==> src/rtl/mult_pkg.sv <==
// Shared widths and types for the multiplier digit path.
// Used by mult_digit_collector and its lane decoder.
package mult_pkg;

    localparam int DIGIT_W = 2;
    localparam int LANES   = 8;
    localparam int WORD_W  = 16;
    localparam int LANE_W  = 3;

    typedef logic [DIGIT_W-1:0] digit_t;
    typedef logic [LANE_W-1:0]  lane_t;

    localparam lane_t LAST_LANE = lane_t'(LANES - 1);

endpackage

==> src/rtl/mult_digit_collector_dec3to8.sv <==
// Lane index to one-hot lane write enables.
// Inverse of the 8:1 digit select on the sending side.
module dec3to8
    import mult_pkg::*;
(
    input  logic [LANE_W-1:0] sel_i,
    output logic [LANES-1:0]  onehot_o
);

    // Exactly one enable per lane index
    always_comb begin
        onehot_o        = '0;
        onehot_o[sel_i] = 1'b1;
    end

endmodule

==> src/rtl/mult_digit_collector.sv <==
// Serial-to-parallel collector: eight 2-bit digits, LSB first, into a 16-bit word.
// Optional trailing even-parity beat: define MULT_DIGIT_PARITY_EN.
module mult_digit_collector
    import mult_pkg::*;
(
    input  logic               Clk,
    input  logic               Reset,
    input  logic               InValid,
    input  logic               InStart,
    input  logic [DIGIT_W-1:0] InDigit,
    output logic               InReady,
    output logic [LANE_W-1:0]  Lane,
    output logic [WORD_W-1:0]  Word,
    output logic               WordValid,
    input  logic               WordReady,
    output logic               FrameErr,
    output logic               ParityErr
);

    lane_t             lane_q, lane_d, wr_lane;
    logic [WORD_W-1:0] acc_q, acc_d;
    logic [WORD_W-1:0] word_q, word_d;
    logic              wvalid_q, wvalid_d;
    logic              ferr_q, ferr_d;
    logic [LANES-1:0]  lane_we;
    logic              accept, data_beat, last_pend, done;

`ifdef MULT_DIGIT_PARITY_EN
    logic par_q, par_d;
    logic perr_q, perr_d;
    logic par_ok;

    // The parity beat is the one that can stall
    assign last_pend = par_q;
    assign data_beat = accept && (InStart || !par_q);
`else
    assign last_pend = (lane_q == LAST_LANE);
    assign data_beat = accept;
`endif

    assign InReady = !(last_pend && wvalid_q && !WordReady);
    assign accept  = InValid && InReady;
    assign wr_lane = InStart ? lane_t'(0) : lane_q;

    dec3to8 u_dec (
        .sel_i    (wr_lane),
        .onehot_o (lane_we)
    );

    // Next-state: digit write, lane advance, completion and error pulses
    always_comb begin
        acc_d    = acc_q;
        lane_d   = lane_q;
        word_d   = word_q;
        wvalid_d = wvalid_q && !WordReady;
        ferr_d   = 1'b0;
        done     = 1'b0;
`ifdef MULT_DIGIT_PARITY_EN
        par_d  = par_q;
        perr_d = 1'b0;
        par_ok = 1'b0;
`endif
        if (data_beat) begin
            for (int k = 0; k < LANES; k++) begin
                if (lane_we[k]) begin
                    acc_d[k*DIGIT_W +: DIGIT_W] = InDigit;
                end
            end
            lane_d = wr_lane + lane_t'(1);
`ifdef MULT_DIGIT_PARITY_EN
            ferr_d = InStart && ((lane_q != lane_t'(0)) || par_q);
            par_d  = (wr_lane == LAST_LANE);
`else
            ferr_d = InStart && (lane_q != lane_t'(0));
            done   = (wr_lane == LAST_LANE);
`endif
        end
`ifdef MULT_DIGIT_PARITY_EN
        else if (accept) begin
            par_ok = ((^acc_q) == InDigit[0]);
            par_d  = 1'b0;
            done   = par_ok;
            perr_d = !par_ok;
        end
`endif
        if (done) begin
            word_d   = acc_d;
            wvalid_d = 1'b1;
        end
    end

    // State registers with synchronous reset
    always_ff @(posedge Clk) begin
        if (Reset) begin
            lane_q   <= '0;
            acc_q    <= '0;
            word_q   <= '0;
            wvalid_q <= 1'b0;
            ferr_q   <= 1'b0;
        end else begin
            lane_q   <= lane_d;
            acc_q    <= acc_d;
            word_q   <= word_d;
            wvalid_q <= wvalid_d;
            ferr_q   <= ferr_d;
        end
    end

`ifdef MULT_DIGIT_PARITY_EN
    // Parity-phase flag and error pulse
    always_ff @(posedge Clk) begin
        if (Reset) begin
            par_q  <= 1'b0;
            perr_q <= 1'b0;
        end else begin
            par_q  <= par_d;
            perr_q <= perr_d;
        end
    end

    assign ParityErr = perr_q;
`else
    assign ParityErr = 1'b0;
`endif

    assign Lane      = lane_q;
    assign Word      = word_q;
    assign WordValid = wvalid_q;
    assign FrameErr  = ferr_q;

endmodule

==> config.mk <==
export PLATFORM = sky130hd
export DESIGN_NAME = mult_digit_collector
export DESIGN_NICKNAME = d
export VERILOG_FILES = /design/src/rtl/mult_pkg.sv /design/src/rtl/mult_digit_collector_dec3to8.sv /design/src/rtl/mult_digit_collector.sv
export SDC_FILE = /design/constraint.sdc
export NUM_CORES = 1
export LEC_CHECK = 0
export BUFFER_PORTS_ARGS = -buffer_cell sky130_fd_sc_hd__buf_4
export CAP_MARGIN = 20
export CORE_MARGIN = 3
export CORE_UTILIZATION = 63
export CTS_BUF_LIST = sky130_fd_sc_hd__clkbuf_8
export CTS_CLUSTER_DIAMETER = 30
export CTS_CLUSTER_SIZE = 24
export DETAILED_ROUTE_END_ITERATION = 6
export PLACE_DENSITY_LB_ADDON = 0.1
export SLEW_MARGIN = 5
export SYNTH_ARGS = -nofsm -noshare
export SYNTH_HDL_FRONTEND = slang
export SYNTH_HIERARCHICAL = 1
export SYNTH_SLANG_ARGS = --single-unit
==> constraint.sdc <==
create_clock -name Clk -period 5.1 [get_ports Clk]
set_clock_uncertainty 0.2 [all_clocks]
set_input_delay 0.255 -clock Clk [delete_from_list [all_inputs] [get_ports Clk]]
set_output_delay 0.255 -clock Clk [all_outputs]
set_load 0.05 [all_outputs]
==> results.md <==
CTS:
- The number of setup buffers added after CTS is 0.
- The clock tree from TritonCTS is yes.
- Counting every sink on the clock net gives 37.
- The clock slew at the register clock pins of the worst setup and hold paths is 70 ps.
- The buffer levels on the longest clock path is 2.
- The cell sitting at the root of the clock tree is a sky130_fd_sc_hd__clkbuf_8.
- The number of hold buffers added after cts is 0.
- The clock tree synthesis step divided the H-tree into 2 levels.
- The number of clock buffers added by TritonCTS is 5.
- The later pin in the worst-skew pair is clocked with a latency of 290 ps.
- The post-cts repair resize count is 0.

Global route:
- The aggregate global routing overflow is 0.
- The number of antenna violations at the first check in global routing came to 0.
- The pin count of the biggest net entering global routing is 56.
- Across every metal layer, demand over resource in global routing totals 0.204.
- The number of global-route vias before repair is 1216.
- The wire length of the first global-routing pass is 5660 µm.

Setup path:
- The cell with the biggest individual delay on the critical path is sky130_fd_sc_hd__dfxtp_1.
- STA classifies the critical path endpoint as a flop.
- The buffering stage count on the worst path with inverters included is 1.
- The startpoint-to-endpoint class of the critical path is flop to flop.
- Setup slack on the worst reg-to-reg path comes out at 2390 ps.
- The cell family contributing the most delay on the critical path is flip-flops.
- The critical register-to-register path startpoint is Lane[1]$_SDFFE_PP0N_.
- Counting stages on the worst path, the most repeated cell is sky130_fd_sc_hd__ha_1.
- The top fanout value on the critical path is 16.
- STA puts the critical path data arrival time at 2690 ps.
- The critical path data required time is 5080 ps.
- The worst setup path is launched from a flop.
- The maximum single-stage delay on the critical path is 490 ps.
- Traced cell by cell, the critical path runs through inv_1, nor2_1, ha_1, ha_1, nand2_1, a21o_1, mux2_4.
- The worst register-to-register path ends at Word[0]$_SDFFE_PP0P_.
- The number of cell instances on the worst register-to-register path is 7.

Placement:
- The half-perimeter wire length of the detailed placement result is 2540 µm.
- The number of buffer cells added on primary ports is 28.
- Routability-driven placement finished with a final weighted congestion of 0.946.
- The total placed instance area is 2090 µm².

Final layout:
- The area of the multi-input gates is 1090 µm².
- The number of filler cells placed in the layout is 206.
- The relative area change from synthesis to final layout is 13.9%.
- Summing all non-filler instances in the final layout gives an area of 2210 µm².
- The sequential cell area is 741 µm².
- The final-stage net count is 222.
- The fraction of final layout cells with drive strength greater than 1 is 0.262.
- The number of diodes added for antenna fixing is 0.

Yosys:
- The post-synthesis net count is 204.
- The post-synthesis sequential element count is 37.
- Of the post-synthesis cell area, the dominant cell type holds 0.382.
- The post-synthesis cell type count is 29.
- The synthesized cell area is 1940 µm².
- For this run, the register share of the synthesized area comes to 0.382.
- The synthesized instance count is 195.
- The mean instance size in the synthesized netlist is 9.93 µm².
- Sorting the synthesized cells by area gives the leading types as sky130_fd_sc_hd__dfxtp_1 38%, sky130_fd_sc_hd__mux2i_1 17%, sky130_fd_sc_hd__mux2_4 7.8%.
- Summed over all instances, the cell type with the most area after synthesis is sky130_fd_sc_hd__dfxtp_1.
- The number of warning messages in the yosys log is 6.

Floorplan:
- The die covers 3780 µm².
- The area inside the core boundary is 2850 µm².
- Measured along the x axis, the die boundary spans 61.4 µm.
- The effective utilization at floorplan is 0.679.
- The vertical die dimension is 61.4 µm.
- The number of top-level design ports is 30.
- The number of placement rows is 19.

Detailed routing:
- The DRC marker count from the first detailed-route iteration is 76.
- In the final routed layout, each cell accounts on average for 14.7 µm.
- The number of nets with antenna violations after routing is 0.
- Summing over every cut layer, the via total after detailed routing is 1388.
- The routed wire length is 3610 µm.
- The wire length on met2 is 1700 µm.
- The first detailed-routing pass ran for 4 iterations.
- After detailed routing, the wire length on met1 is 1650 µm.
- Summed over all nets, wire length on met3 after detailed routing comes to 195 µm.
- The highest metal layer carrying signal wires in the routed design is met4.
- The post-detailed-route DRC marker count is 0.
- In the routed layout, each cell is associated on average with a via count of 5.67.

Power and ir drop:
- The internal power is 471 µW.
- The share of total power in the clock network is 0.426.
- The part of the power in registers is 0.488.
- The analysis attributes to net switching a power of 139 µW.
- The maximum resistive drop on vdd is 0.284 mV.
- The static leakage power is 0.980 nW.
- The share of total power dissipated in combinational logic is 0.086.
- Of the total power, the share spent switching nets is 0.228.
- The power per cell area is 276 nW/µm².

Outcome:
- The run finished with clean final reports.

STA:
- The final critical delay including setup and external delays is 2710 ps.
- The max-slew headroom at the worst pin is 0.469.
- The slew at the pin closest to its max-slew limit is 797 ps.
- The total count of max-transition violations in the final report came to 0.
- Setup repair after global routing left no endpoint under its margin.
- The setup-violating endpoint count in the final report is 0.
- In the final timing run, aggregate negative setup slack is 0 ps.
- Dividing the final minimum period by the clock period gives 0.532.
- Based on the critical path, the design can be clocked at up to 369 MHz.
- The number of hold violations in the final report is 0.

Min path:
- The worst min-delay path class is input pin to flop.
- The worst hold path was traced through 3 stages.
- The end point of the most critical hold path is WordValid$_SDFF_PP0_.
- The startpoint identified for the worst hold timing path is WordReady.

Flow run:
- The tool flagged a number of max-cap violations equal to 0.
power by group through the flow:
stage               Clock (mW)  Combinational (mW)  Sequential (mW)
finish                   0.260              0.0523            0.297
global route             0.279              0.0564            0.298
CTS                      0.269              0.0521            0.297
detailed placement           0              0.0518            0.303
global placement             0              0.0507            0.303
floorplan                    0              0.0351            0.309
metal layers:
| metal | global-route usage | up-vias |
|---|---|---|
| met3 | 0.0377 | 10 |
| met2 | 0.334 | 40 |
| met4 | 0.0727 | 0 |
| met5 | 0 | - |
| met1 | 0.268 | 643 |
| li1 | - | 695 |
synth_stat cells:
library cell,count
sky130_fd_sc_hd__nor3b_1,3
sky130_fd_sc_hd__o21ai_0,1
sky130_fd_sc_hd__nand4b_1,1
sky130_fd_sc_hd__nor4b_1,1
sky130_fd_sc_hd__mux2i_1,32
sky130_fd_sc_hd__buf_2,1
sky130_fd_sc_hd__a211oi_1,2
sky130_fd_sc_hd__ha_1,2
sky130_fd_sc_hd__nor2_1,20
sky130_fd_sc_hd__nor3_1,2
sky130_fd_sc_hd__mux2_2,6
sky130_fd_sc_hd__a311oi_1,1
sky130_fd_sc_hd__inv_1,1
sky130_fd_sc_hd__o211ai_1,6
sky130_fd_sc_hd__and4b_1,1
sky130_fd_sc_hd__and3_2,1
sky130_fd_sc_hd__nand2b_1,19
sky130_fd_sc_hd__buf_6,2
sky130_fd_sc_hd__buf_12,1
sky130_fd_sc_hd__conb_1,1
sky130_fd_sc_hd__nor2b_1,18
sky130_fd_sc_hd__a21oi_1,5
sky130_fd_sc_hd__and3b_2,3
sky130_fd_sc_hd__clkbuf_1,12
sky130_fd_sc_hd__mux2_4,10
sky130_fd_sc_hd__a21o_1,1
sky130_fd_sc_hd__nand2_1,4
sky130_fd_sc_hd__buf_4,1
sky130_fd_sc_hd__dfxtp_1,37
stage by stage:
stage | power (mW) | util | hold WS, ps | worst slack (ps) | std cells
after floorplan | 0.344 | - | 226 | 2310 | 195
after global placement | 0.354 | 0.731 | 261 | 2570 | 237
after detailed placement | 0.355 | 0.731 | 273 | 2430 | 237
after CTS | 0.618 | 0.773 | 63.4 | 2420 | 245
final | 0.609 | 0.773 | 74.6 | 2390 | 245
after global routing | 0.633 | 0.773 | 72.7 | 2220 | 245
worst min-delay path: stages:
cell and delay [ps]:
sky130_fd_sc_hd__buf_4 90, sky130_fd_sc_hd__nand2b_1 100, sky130_fd_sc_hd__a21oi_1 60
worst max-delay path by stage:
stage                          from                     to  slack [ps]  cells past startpoint
2_1_floorplan  Lane[1]$_SDFFE_PP0N_   Word[0]$_SDFFE_PP0P_        2310                     10
3_5_place_dp   Lane[1]$_SDFFE_PP0N_   Word[0]$_SDFFE_PP0P_        2430                      7
4_1_cts        Lane[1]$_SDFFE_PP0N_   Word[0]$_SDFFE_PP0P_        2420                      7
3_3_place_gp   Lane[1]$_SDFFE_PP0N_   Word[7]$_SDFFE_PP0P_        2570                      7
5_1_grt        Lane[1]$_SDFFE_PP0N_  Word[14]$_SDFFE_PP0P_        2220                      7
6_report       Lane[1]$_SDFFE_PP0N_   Word[0]$_SDFFE_PP0P_        2390                      7
layout make-up:
| cell class | instances | share of cell area |
|---|---|---|
| flip-flops and latches | 37 | 0.336 |
| clock inverters | 2 | 0.0170 |
| repair buffers | 28 | 0.0953 |
| clock buffers | 6 | 0.0374 |
| well taps | 31 | 0.0176 |
| multi-input cells | 140 | 0.495 |
| inverters | 1 | 0.00170 |
cell usage in the layout, fill, tap and decap left out, drive strengths merged, types with 2 or more instances in the layout:
| cell | instances |
|---|---|
| a211oi | 2 |
| a21oi | 5 |
| and3b | 3 |
| buf | 28 |
| clkbuf | 6 |
| dfxtp | 37 |
| ha | 2 |
| mux2 | 16 |
| mux2i | 32 |
| nand2 | 4 |
| nand2b | 19 |
| nor2 | 20 |
| nor2b | 18 |
| nor3 | 2 |
| nor3b | 3 |
| o211ai | 6 |
state kept, by name (all words and copies together), names as in the netlist:
register   count
WordValid      1
FrameErr       1
Word          16
acc_q         16
Lane           3
cells by family (layout without fill, tap and decap cells):
logic type      Yosys count  after routing  share of synthesized area
simple gates             73             73                      0.216
mux                      48             48                      0.278
flops                    37             37                      0.382
buf+inv                  18             37                     0.0536
compound gates           16             16                     0.0549
fa+ha+maj                 2              2                     0.0129
other cells               1              1                    0.00194
(Power assumes the default switching activity.)
